**src/rtl/multi_cycle_control_pkg.sv**
```systemverilog
// ============================================================================
// multi_cycle_control_pkg : state encodings, opcodes, ALU/mux codes, control bundle
// Revision: 1.0
// ============================================================================
`default_nettype none

package multi_cycle_control_pkg;

  typedef enum logic [3:0] {
    S_FETCH  = 4'd0,
    S_DECODE = 4'd1,
    S_MEMADR = 4'd2,
    S_MEMRD  = 4'd3,
    S_MEMWB  = 4'd4,
    S_MEMWR  = 4'd5,
    S_REXEC  = 4'd6,
    S_RWB    = 4'd7,
    S_BEQ    = 4'd8,
    S_ADDIEX = 4'd9,
    S_ADDIWB = 4'd10,
    S_JUMP   = 4'd11
  } state_e;

  typedef enum logic [1:0] {
    ALU_ADD   = 2'b00,
    ALU_SUB   = 2'b01,
    ALU_FUNCT = 2'b10
  } aluop_e;

  localparam logic [5:0] OP_LW    = 6'b100011;
  localparam logic [5:0] OP_SW    = 6'b101011;
  localparam logic [5:0] OP_RTYPE = 6'b000000;
  localparam logic [5:0] OP_BEQ   = 6'b000100;
  localparam logic [5:0] OP_ADDI  = 6'b001000;
  localparam logic [5:0] OP_J     = 6'b000010;

  localparam logic [1:0] SRCB_REG    = 2'b00;
  localparam logic [1:0] SRCB_FOUR   = 2'b01;
  localparam logic [1:0] SRCB_IMM    = 2'b10;
  localparam logic [1:0] SRCB_BRANCH = 2'b11;

  localparam logic [1:0] PCSRC_ALU    = 2'b00;
  localparam logic [1:0] PCSRC_ALUOUT = 2'b01;
  localparam logic [1:0] PCSRC_JUMP   = 2'b10;

  typedef struct packed {
    logic       pc_write;
    logic       pc_write_cond;
    logic       iord;
    logic       ir_write;
    logic       mem_read;
    logic       mem_write;
    logic       mem_to_reg;
    logic       reg_dst;
    logic       reg_write;
    logic       alu_src_a;
    logic [1:0] alu_src_b;
    aluop_e     alu_op;
    logic [1:0] pc_source;
    logic       illegal_op;
  } ctrl_t;

  // First execution state reached from DECODE; S_FETCH marks an unsupported opcode.
  function automatic state_e decode_target(input logic [5:0] op);
    case (op)
      OP_LW, OP_SW: decode_target = S_MEMADR;
      OP_RTYPE:     decode_target = S_REXEC;
      OP_BEQ:       decode_target = S_BEQ;
      OP_ADDI:      decode_target = S_ADDIEX;
      OP_J:         decode_target = S_JUMP;
      default:      decode_target = S_FETCH;
    endcase
  endfunction

endpackage

`default_nettype wire

```
**src/rtl/mc_output_decode.sv**
```systemverilog
// ============================================================================
// mc_output_decode : maps the current state to the datapath control bundle
// Revision: 1.0
// ============================================================================
`default_nettype none

module mc_output_decode
  import multi_cycle_control_pkg::*;
(
  input  state_e state_i,
  input  logic   mem_ready_i,
  input  logic   reset_i,
  input  logic   op_illegal_i,
  output ctrl_t  ctrl_o
);

  always_comb begin
    ctrl_o = '0;
    if (reset_i) begin
      // Only the fixed FETCH selects survive reset; no strobes, no memory request.
      ctrl_o.alu_src_b = SRCB_FOUR;
    end else begin
      case (state_i)
        S_FETCH: begin
          ctrl_o.mem_read  = 1'b1;
          ctrl_o.alu_src_b = SRCB_FOUR;
          ctrl_o.ir_write  = mem_ready_i;
          ctrl_o.pc_write  = mem_ready_i;
        end
        S_DECODE: begin
          ctrl_o.alu_src_b  = SRCB_BRANCH;
          ctrl_o.illegal_op = op_illegal_i;
        end
        S_MEMADR: begin
          ctrl_o.alu_src_a = 1'b1;
          ctrl_o.alu_src_b = SRCB_IMM;
        end
        S_MEMRD: begin
          ctrl_o.mem_read = 1'b1;
          ctrl_o.iord     = 1'b1;
        end
        S_MEMWB: begin
          ctrl_o.reg_write  = 1'b1;
          ctrl_o.mem_to_reg = 1'b1;
        end
        S_MEMWR: begin
          ctrl_o.mem_write = 1'b1;
          ctrl_o.iord      = 1'b1;
        end
        S_REXEC: begin
          ctrl_o.alu_src_a = 1'b1;
          ctrl_o.alu_src_b = SRCB_REG;
          ctrl_o.alu_op    = ALU_FUNCT;
        end
        S_RWB: begin
          ctrl_o.reg_write = 1'b1;
          ctrl_o.reg_dst   = 1'b1;
        end
        S_BEQ: begin
          ctrl_o.alu_src_a     = 1'b1;
          ctrl_o.alu_src_b     = SRCB_REG;
          ctrl_o.alu_op        = ALU_SUB;
          ctrl_o.pc_write_cond = 1'b1;
          ctrl_o.pc_source     = PCSRC_ALUOUT;
        end
        S_ADDIEX: begin
          ctrl_o.alu_src_a = 1'b1;
          ctrl_o.alu_src_b = SRCB_IMM;
        end
        S_ADDIWB: begin
          ctrl_o.reg_write = 1'b1;
        end
        S_JUMP: begin
          ctrl_o.pc_write  = 1'b1;
          ctrl_o.pc_source = PCSRC_JUMP;
        end
        default: ctrl_o = '0;
      endcase
    end
  end

endmodule

`default_nettype wire

```
**src/rtl/multi_cycle_control.sv**
```systemverilog
// ============================================================================
// multi_cycle_control : Moore control FSM for a multi-cycle MIPS-style datapath
// Revision: 1.0
// ============================================================================
`default_nettype none

module multi_cycle_control
  import multi_cycle_control_pkg::*;
#(
  parameter int OPC_W = 6
) (
  input  logic             clk,
  input  logic             reset,
  input  logic [OPC_W-1:0] opcode,
  input  logic             memReady,
  output logic             PCWrite,
  output logic             PCWriteCond,
  output logic             IorD,
  output logic             IRWrite,
  output logic             MemRead,
  output logic             MemWrite,
  output logic             MemToReg,
  output logic             RegDST,
  output logic             RegWrite,
  output logic             ALUSrcA,
  output logic [1:0]       ALUSrcB,
  output logic [1:0]       AluOp,
  output logic [1:0]       PCSource,
  output logic             illegalOp,
  output logic [3:0]       state
);

  state_e      state_q;
  state_e      state_d;
  logic [5:0]  op6_w;
  logic        op_hi_zero_w;
  state_e      target_w;
  logic        is_lw_w;
  ctrl_t       ctrl_w;

  // Opcodes wider than six bits are only recognised when the extra bits are zero.
  generate
    if (OPC_W > 6) begin : g_opc_wide
      assign op6_w        = opcode[5:0];
      assign op_hi_zero_w = ~|opcode[OPC_W-1:6];
    end else begin : g_opc_fit
      assign op6_w        = 6'(opcode);
      assign op_hi_zero_w = 1'b1;
    end
  endgenerate

  assign target_w = op_hi_zero_w ? decode_target(op6_w) : S_FETCH;
  assign is_lw_w  = op_hi_zero_w && (op6_w == OP_LW);

  always_ff @(posedge clk) begin
    if (reset) begin
      state_q <= S_FETCH;
    end else begin
      state_q <= state_d;
    end
  end

  always_comb begin
    state_d = S_FETCH;
    case (state_q)
      S_FETCH:  state_d = memReady ? S_DECODE : S_FETCH;
      S_DECODE: state_d = target_w;
      S_MEMADR: state_d = is_lw_w ? S_MEMRD : S_MEMWR;
      S_MEMRD:  state_d = memReady ? S_MEMWB : S_MEMRD;
      S_MEMWB:  state_d = S_FETCH;
      S_MEMWR:  state_d = memReady ? S_FETCH : S_MEMWR;
      S_REXEC:  state_d = S_RWB;
      S_RWB:    state_d = S_FETCH;
      S_BEQ:    state_d = S_FETCH;
      S_ADDIEX: state_d = S_ADDIWB;
      S_ADDIWB: state_d = S_FETCH;
      S_JUMP:   state_d = S_FETCH;
      default:  state_d = S_FETCH;
    endcase
  end

  mc_output_decode u_output_decode (
    .state_i      (state_q),
    .mem_ready_i  (memReady),
    .reset_i      (reset),
    .op_illegal_i (target_w == S_FETCH),
    .ctrl_o       (ctrl_w)
  );

  assign PCWrite     = ctrl_w.pc_write;
  assign PCWriteCond = ctrl_w.pc_write_cond;
  assign IorD        = ctrl_w.iord;
  assign IRWrite     = ctrl_w.ir_write;
  assign MemRead     = ctrl_w.mem_read;
  assign MemWrite    = ctrl_w.mem_write;
  assign MemToReg    = ctrl_w.mem_to_reg;
  assign RegDST      = ctrl_w.reg_dst;
  assign RegWrite    = ctrl_w.reg_write;
  assign ALUSrcA     = ctrl_w.alu_src_a;
  assign ALUSrcB     = ctrl_w.alu_src_b;
  assign AluOp       = ctrl_w.alu_op;
  assign PCSource    = ctrl_w.pc_source;
  assign illegalOp   = ctrl_w.illegal_op;
  assign state       = state_q;

endmodule

`default_nettype wire

```
**config.mk**
```make
export PLATFORM = sky130hd
export DESIGN_NAME = multi_cycle_control
export DESIGN_NICKNAME = d
export VERILOG_FILES = /design/src/rtl/multi_cycle_control_pkg.sv /design/src/rtl/mc_output_decode.sv /design/src/rtl/multi_cycle_control.sv
export SDC_FILE = /design/constraint.sdc
export NUM_CORES = 1
export LEC_CHECK = 0
export BUFFER_PORTS_ARGS = -buffer_cell sky130_fd_sc_hd__clkbuf_2
export CAP_MARGIN = 20
export CORE_UTILIZATION = 39
export CTS_CLUSTER_SIZE = 24
export DETAILED_ROUTE_END_ITERATION = 16
export PLACE_DENSITY = 0.7
export SKIP_LAST_GASP = 1
export SYNTH_ARGS = -nofsm -noshare
export SYNTH_HDL_FRONTEND = slang
export SYNTH_HIERARCHICAL = 1
export SYNTH_SLANG_ARGS = --single-unit
```
**constraint.sdc**
```tcl
create_clock -name clk -period 4.05 [get_ports clk]
set_clock_uncertainty 0.2 [all_clocks]
set_input_delay 0.2025 -clock clk [delete_from_list [all_inputs] [get_ports clk]]
set_output_delay 0.2025 -clock clk [all_outputs]
set_load 0.1 [all_outputs]
```
==> out/metrics.yaml, run 1 <==
status: "completed"
wire_per_inst_microns: 11.92
synth_area_sq_um: 583.1
hold_path_depth: 2
port_buffers: 29
maxSlewViolCount: 0
cp.arrival_ps: 2170
reg2reg_depth: 4
r2r-start: "state[0]$_SDFF_PP0_"
cts_tree: "built"
cts_setup_buffers: 0
slowest_stage: "dfxtp_1"
synth_area_leader_cell: "dfxtp_1"
clkLatencyLatePin_ps: 230
crit_family: "flip-flops"
yosys.area.top_type_share_pct: 13.73
synth_commonest_cells: "nor3_1 (7), nor2_1 (6)"
synthArstFlopShare_pct: 0
cts.path.max_buffers: 2
diodes: 0
crit_type: "register to primary output"
antenna_found_initial: 0
overflow: 0
postLayoutCellArea_sq_um: 760.7
nNetsFinal: 115
first_global_vias: 500
rr_endpoint: "state[2]$_SDFF_PP0_"
final_hold_viol_count: 0
total_power_w: 0.0001535
cts_sinks: 4
gr-usage-all-layers_pct: 19.55
htreeDepth: 1
synthFlopType: "dfxtp_1"
ios: 30
dieArea_sq_um: 1654
ys_ff_latch: 4
cts_resized: 0
syn-instance-count: 79
critPathMaxFanout: 23
coreArea_sq_um: 1350
slew_headroom_pct: 51.79
grt_max_degree: 24
dpl-instance-area_sq_um: 738.2
vias: 695
die_w_microns: 40.67
drtIter0Drc: 16
ant_nets: 0
hold_class: "primary input to register"
rsz0062_at_grt: "false"
ys_types: 41
hp-start: "reset"
die_height_microns: 40.67
synth_area_leaders: "dfxtp_1 (14%), nor3_1 (6.0%), or3b_1 (4.5%)"
cts_root_buffer: "clkbuf_4"
seq_area_frac_synth_pct: 13.73
tightest_slew_ps: 722.2
routed_via_density: 5.840
leakage_nw: 0.3016
path_clk_slew_ps: 40
drive_gt1_share_pct: 41.35
power_density_nw_per_um2: 201.8
path_buf_inv: 1
synth_warnings: 6
pre_cts_ws_ps: 1698
cp_cell_sequence: "or3b_1 -> a211oi_2 -> clkbuf_2"
max_freq_mhz: 388.8
setup_viol: 0
slowest_delay_ps: 780
dr.pass1.iters: 4
holdBufCountCts: 0
avgSynthCellArea_sq_um: 7.380
final.period_utilization_pct: 63.51
cp_data_required_time_ps: 3650
worst_setup_path_end_kind: "primary output"
whs_endpoint: "state[3]$_SDFF_PP0_"
cts-buffers-inserted: 3
largest_reg_flops: 4
dp_hpwl_microns: 1036
drv_cap: 0
synth_edf_count: 0
fin_ws_ps: 1478
reg2reg_slack_ps: 2110
startpoint_type: "register"
grt_pass1_wl_microns: 2180
place_congestion: 0.7630
syn2layout_area_growth_pct: 30.47
yosysMostFrequentCell: "nor3_1"
syn_nets: 88
start_util_pct: 43.19
rows: 13
vdd_ir_drop_max_v: 0.0001486
period_needed_ps: 2572
drc_errors: 0
wirelength_microns: 1419
final_core_util_pct: 56.35
-- cells in the final DEF (no fill, tap or decap), drive strengths merged, types with 2 or more instances in the layout --
cell type,count
nor4,2
nand3,4
or2b,2
xnor2,2
nor2,6
clkbuf,32
a31oi,2
xor2,2
or3b,4
nand2b,4
nor3b,2
a21oi,4
nor3,7
and3,2
a211oi,3
dfxtp,4
o21ai,3
-- final cells by class --
cell class / instances / area, sq um
multi-input combinational: 67 / 490.5
tap: 15 / 18.77
inverter: 1 / 3.754
timing repair buffer: 29 / 145.1
fill: 146 / 589.3
clock buffer: 3 / 22.52
sequential: 4 / 80.08
-- how the worst max path moves through the flow --
| stage | startpoint | to | slack, ps | depth (start not counted) |
|---|---|---|---|---|
| after global routing | state[1]$_SDFF_PP0_ | ALUSrcB[1] | 1350 | 3 |
| after CTS | state[1]$_SDFF_PP0_ | ALUSrcB[1] | 1450 | 3 |
| after floorplan | state[3]$_SDFF_PP0_ | AluOp[0] | -70 | 3 |
| after global placement | state[1]$_SDFF_PP0_ | ALUSrcB[1] | 1770 | 3 |
| final | state[1]$_SDFF_PP0_ | ALUSrcB[1] | 1480 | 3 |
| after detailed placement | state[1]$_SDFF_PP0_ | ALUSrcB[1] | 1700 | 3 |
-- power by group --
| part | switching, W | internal, W |
|---|---|---|
| combinational | 0.0000466 | 0.0000157 |
| clock | 0.0000133 | 0.0000329 |
| sequential | 0.00000444 | 0.0000405 |
-- cell families (layout without fill, tap and decap cells) --
family	Yosys count	in the layout	share of synthesized area, %
AOI/OAI and AO/OA	20	20	25.11
and+or+nand+nor	43	43	47.85
buffers and inverters	8	33	7.294
xor gates and xnor gates	4	4	6.010
DFF	4	4	13.73
-- per-layer routing --
| layer | GRT usage (%) | up-vias | part of all wire (%) |
|---|---|---|---|
| li1 | - | 354 | - |
| met1 | 25.90 | 316 | 50 |
| met2 | 30.95 | 25 | 46 |
| met3 | 5.435 | 0 | 3.5 |
| met4 | 5.000 | 0 | 0 |
| met5 | 0 | - | 0 |
-- metrics by stage --
step	instances	TNS, ps	hold slack [ps]
floorplan	79	-145.2	71.36
global route	119	0	184.7
detailed placement	116	0	402.1
finish	119	0	171.0
CTS	119	0	164.1
global placement	116	0	406.9
Note: power is estimated with default switching activity, not from simulation.
==> run 2, diff against run 1 <==
Clock period 4.05 ns to 2.7 ns, I/O delays scaled along.
==> out/metrics.yaml, run 2 (synthesis results as in run 1) <==
startpoint_type: "register"  # unchanged
wire_per_inst_microns: 12.22  # was 11.92 microns
final.period_utilization_pct: 87.41
maxSlewViolCount: 0  # unchanged
die_height_microns: 40.67  # unchanged
power.internal_w: 0.0001398  # was 0.00008911 W
final_common_cell: "clkbuf_2"  # unchanged
antenna_found_initial: 0  # unchanged
setup_viol: 0  # unchanged
pwr-share-seq_pct: 27.0  # was 29.3%
ant_nets: 0  # unchanged
drv_cap: 0  # unchanged
grt_max_degree: 24  # unchanged
hold_class: "primary input to register"  # unchanged
dr.pass1.iters: 4  # unchanged
period_needed_ps: 2360
rsz0062_at_grt: "false"  # unchanged
max_freq_mhz: 423.7
pwr-share-comb_pct: 39.5  # was 40.6%
crit_type: "register to primary output"  # unchanged
cp.arrival_ps: 2030  # was 2170 ps
dieArea_sq_um: 1654  # unchanged
rows: 13  # unchanged
p_clk_share_pct: 33.4  # was 30.1%
swShare_pct: 43.45  # was 41.94%
vias: 683  # was 695
cp_data_required_time_ps: 2370  # was 3650 ps
power_density_nw_per_um2: 294.4  # was 201.8 nW/um^2
path_clk_slew_ps: 40  # about the same
worst_setup_path_end_kind: "primary output"  # unchanged
ios: 30  # unchanged
cts.path.max_buffers: 2  # unchanged
leakage_nw: 0.3131  # was 0.3016 nW
place_congestion: 0.7628  # was 0.7630
cts_tree: "built"  # unchanged
tightest_slew_ps: 544.6  # was 722.2 ps
routed_via_density: 5.692  # was 5.840
wirelength_microns: 1466  # was 1419 microns
fin_ws_ps: 339.8  # was 1478 ps
p_sw_w: 0.0001074  # was 0.00006437 W
dp_hpwl_microns: 1088  # was 1036 microns
final_cells: 120  # was 119
overflow: 0  # unchanged
syn2layout_area_growth_pct: 43.99  # was 30.47%
drive_gt1_share_pct: 50.48  # was 41.35%
port_buffers: 29  # unchanged
largest_reg_flops: 4  # unchanged
cts_sinks: 4  # unchanged
first_global_vias: 518  # was 500
diodes: 0  # unchanged
drtIter0Drc: 13  # was 16
vdd_ir_drop_max_v: 0.0002858  # was 0.0001486 V
cts_resized: 0  # unchanged
gr-usage-all-layers_pct: 20.25  # was 19.55%
drc_errors: 0  # unchanged
cts_root_buffer: "clkbuf_4"  # unchanged
final_hold_viol_count: 0  # unchanged
clkLatencyLatePin_ps: 240  # was 230 ps
grt_pass1_wl_microns: 2277  # was 2180 microns
start_util_pct: 43.19  # unchanged
coreArea_sq_um: 1350  # unchanged
htreeDepth: 1  # unchanged
cts_setup_buffers: 0  # unchanged
dp.cells: 116  # unchanged
status: "completed"  # unchanged
slew_headroom_pct: 63.84  # was 51.79%
nNetsFinal: 115  # unchanged
cts-buffers-inserted: 3  # unchanged
holdBufCountCts: 0  # unchanged
pre_cts_ws_ps: 568.6  # was 1698 ps
total_power_w: 0.0002472  # was 0.0001535 W
critPathMaxFanout: 23  # unchanged
die_w_microns: 40.67  # unchanged
layout_common_cells: "clkbuf_2 (29), nor3_1 (5), nand3_1 (4), nand2b_1 (4)"  # was clkbuf_2 (29), nor2_1 (6), nor3_1 (6)
==> run 2: cell count changes in the layout (fill, tap and decap cells not counted), sizes merged <==
| cell | before | now |
|---|---|---|
| clkbuf | 32 | 33 |
==> run 2: final cells by class <==
| type | instances | area (sq um) |
|---|---|---|
| fillers | 141 | 510.5 |
| inverters | 1 | 3.754 |
| multi-input cells | 67 | 555.5 |
| well taps | 15 | 18.77 |
| repair buffers | 29 | 145.1 |
| clock buffers | 4 | 26.28 |
| flip-flops and latches | 4 | 90.09 |
==> run 2: worst paths after layout <==
check                       from                   to  slack [ps]  cells past startpoint
min                    opcode[3]  state[2]$_SDFF_PP0_          90                      3
max          state[1]$_SDFF_PP0_           ALUSrcB[1]         340                      3
min reg2reg  state[2]$_SDFF_PP0_  state[3]$_SDFF_PP0_         420                      1
max reg2reg  state[0]$_SDFF_PP0_  state[2]$_SDFF_PP0_         970                      4
==> run 2: stage by stage <==
stage                     setup TNS, ps  util (%)  area, sq um  hold WS (ps)
final                                 0     62.19        839.6         85.16
after global routing                  0     62.19        839.6         101.0
after detailed placement              0     60.24        813.3         325.2
after CTS                             0     62.19        839.6         78.22
after floorplan                  -202.1         -        698.2        -5.376
after global placement                0     60.24        813.3         333.6
==> run 2: per-layer routing <==
| layer | up-vias | routed length [microns] | part of all wire (%) | global-route usage [%] |
|---|---|---|---|---|
| li1 | 354 | - | - | - |
| met1 | 306 | 697 | 48 | 26.97 |
| met2 | 21 | 702 | 48 | 33.73 |
| met3 | 2 | 48 | 3.3 | 1.630 |
| met4 | 0 | 17 | 1.2 | 7.500 |
| met5 | - | 0 | 0 | 0 |
==> run 2: worst max-delay path, stage by stage (launching register included) <==
cell and delay, ps:
dfxtp_2 590, or3b_1 470, a211oi_4 250, clkbuf_2 480
==> run 2: power groups by stage <==
stage                     clock network [W]  registers [W]   logic, W
after floorplan                           0      0.0000719  0.0000728
after global placement                    0      0.0000674  0.0000969
after detailed placement                  0      0.0000678  0.0000980
after CTS                         0.0000856      0.0000668  0.0000982
after global routing              0.0000907      0.0000674   0.000105
final                             0.0000827      0.0000668  0.0000977
==> run 3, diff against run 2 <==
Settings changed: SETUP_SLACK_MARGIN set to 0.4.
==> out/metrics.yaml, run 3 (synthesis results as in run 1) <==
status: "completed"  # unchanged
cp_data_required_time_ps: 2370  # about the same
worst_setup_path_end_kind: "primary output"  # unchanged
grt_max_degree: 24  # unchanged
routed_via_density: 5.750  # was 5.692
port_buffers: 29  # unchanged
cts_tree: "built"  # unchanged
maxSlewViolCount: 0  # unchanged
final_common_cell: "clkbuf_2"  # unchanged
slew_headroom_pct: 63.91  # was 63.84%
coreArea_sq_um: 1350  # unchanged
nNetsFinal: 116  # was 115
top_usage_layer: "met2"  # unchanged
final_cells: 120  # unchanged
fill_cells: 125  # was 141
final_core_util_pct: 64.13  # was 62.19%
gr-usage-all-layers_pct: 20.54  # was 20.25%
grt_use_met2_pct: 36.51  # was 33.73%
cp.arrival_ps: 1930  # was 2030 ps
critPathMaxFanout: 16  # was 23
largest_reg_flops: 4  # unchanged
slowest_delay_ps: 580  # was 590 ps
drive_gt1_share_pct: 51.43  # was 50.48%
cts_root_buffer: "clkbuf_4"  # unchanged
crit_family: "simple AND/OR/NAND/NOR gates"  # was flip-flops
dp.cells: 117  # was 116
path_buf_inv: 1  # unchanged
cp_cell_sequence: "or4b_1 -> a211oi_4 -> clkbuf_2"  # was or3b_1 -> a211oi_4 -> clkbuf_2
crit_type: "register to primary output"  # unchanged
final.period_utilization_pct: 83.72  # was 87.41%
drc_errors: 0  # unchanged
cts_setup_buffers: 0  # unchanged
drv_cap: 0  # unchanged
tightest_slew_ps: 543.6  # was 544.6 ps
dp_hpwl_microns: 1132  # was 1088 microns
wirelength_microns: 1527  # was 1466 microns
power_density_nw_per_um2: 280.2  # was 294.4 nW/um^2
start_util_pct: 43.19  # unchanged
dr.pass1.iters: 4  # unchanged
swShare_pct: 44.83  # was 43.45%
cts.path.max_buffers: 2  # unchanged
syn2layout_area_growth_pct: 48.50  # was 43.99%
dieArea_sq_um: 1654  # unchanged
rows: 13  # unchanged
use_met1_pct: 23.53  # was 26.97%
clkLatencyLatePin_ps: 240  # about the same
fin_hold_ws_ps: 101.3  # was 85.16 ps
cts_resized: 1  # was 0
slowest_stage: "or4b_1"  # was dfxtp_2
rsz0062_at_grt: "true"  # was false
p_clk_share_pct: 32.1  # was 33.4%
total_power_w: 0.0002426  # was 0.0002472 W
htreeDepth: 1  # unchanged
startpoint_type: "register"  # unchanged
path_clk_slew_ps: 50  # was 40 ps
diodes: 0  # unchanged
pwr-share-seq_pct: 27.0  # about the same
vias: 690  # was 683
antenna_found_initial: 0  # unchanged
final_hold_viol_count: 0  # unchanged
vdd_ir_drop_max_v: 0.0002684  # was 0.0002858 V
die_height_microns: 40.67  # unchanged
grt_pass1_wl_microns: 2221  # was 2277 microns
cts_sinks: 4  # unchanged
ios: 30  # unchanged
cts-buffers-inserted: 3  # unchanged
max_freq_mhz: 442.4  # was 423.7 MHz
ant_nets: 0  # unchanged
die_w_microns: 40.67  # unchanged
setup_viol: 0  # unchanged
first_global_vias: 525  # was 518
power.internal_w: 0.0001338  # was 0.0001398 W
drtIter0Drc: 16  # was 13
holdBufCountCts: 0  # unchanged
period_needed_ps: 2260  # was 2360 ps
p_sw_w: 0.0001087  # was 0.0001074 W
gr-usage-met3_pct: 6.522  # was 1.630%
leakage_nw: 0.3205  # was 0.3131 nW
hold_class: "primary input to register"  # unchanged
wire_per_inst_microns: 12.73  # was 12.22 microns
pwr-share-comb_pct: 40.9  # was 39.5%
place_congestion: 0.7966  # was 0.7628
layout_common_cells: "clkbuf_2 (26), nor3_1 (5)"  # was clkbuf_2 (29), nor3_1 (5), nand3_1 (4), nand2b_1 (4)
overflow: 0  # unchanged
==> run 3: cell count changes in the layout (fill, tap and decap cells not counted), sizes merged <==
cell    previous run  this run
buf                0         3
clkbuf            33        30
==> run 3: power by group through the flow <==
stage | Clock, W | Sequential, W | Combinational [W]
after detailed placement | 0 | 0.0000665 | 0.0000994
final | 0.0000778 | 0.0000655 | 0.0000993
after global placement | 0 | 0.0000665 | 0.0000987
after CTS | 0.0000801 | 0.0000654 | 0.0000995
after global routing | 0.0000835 | 0.0000661 | 0.000105
after floorplan | 0 | 0.0000707 | 0.0000738
==> run 3: worst reg2reg max path, stage by stage, from the launching register on <==
cell,delay (ps)
dfxtp_4,490
nand4b_1,150
nor4_1,60
or3b_2,440
a31oi_1,180
==> run 3: path summary, 6_finish.rpt <==
check	from	endpoint	slack [ps]	cells after the start
worst max-delay path	state[3]$_SDFF_PP0_	PCWrite	440	3
worst min-delay path	opcode[3]	state[2]$_SDFF_PP0_	100	3
worst max register to register	state[2]$_SDFF_PP0_	state[2]$_SDFF_PP0_	1090	4
worst min register to register	state[2]$_SDFF_PP0_	state[3]$_SDFF_PP0_	410	1
==> run 3: layout make-up <==
cell class | instances | area, sq um | area share, %
sequential | 4 | 95.09 | 10.98
multi-input combinational | 67 | 570.5 | 65.90
inverter | 1 | 3.754 | 0.4335
timing repair buffer | 30 | 155.1 | 17.92
clock buffer | 3 | 22.52 | 2.601
tap | 15 | 18.77 | 2.168
==> run 3: metrics by stage <==
stage / setup TNS [ps] / setup slack (ps) / instance area, sq um
floorplan: -197.0 / -98.49 / 733.2
finish: 0 / 439.6 / 865.8
detailed placement: 0 / 630.3 / 840.8
global placement: 0 / 656.2 / 840.8
global route: 0 / 386.3 / 865.8
CTS: 0 / 418.1 / 865.8
==> run 3: routing by layer <==
layer	share of wire [%]	wire length, microns
met1	44	676
met2	50	758
met3	5.6	86
met4	0.39	6
met5	0	0
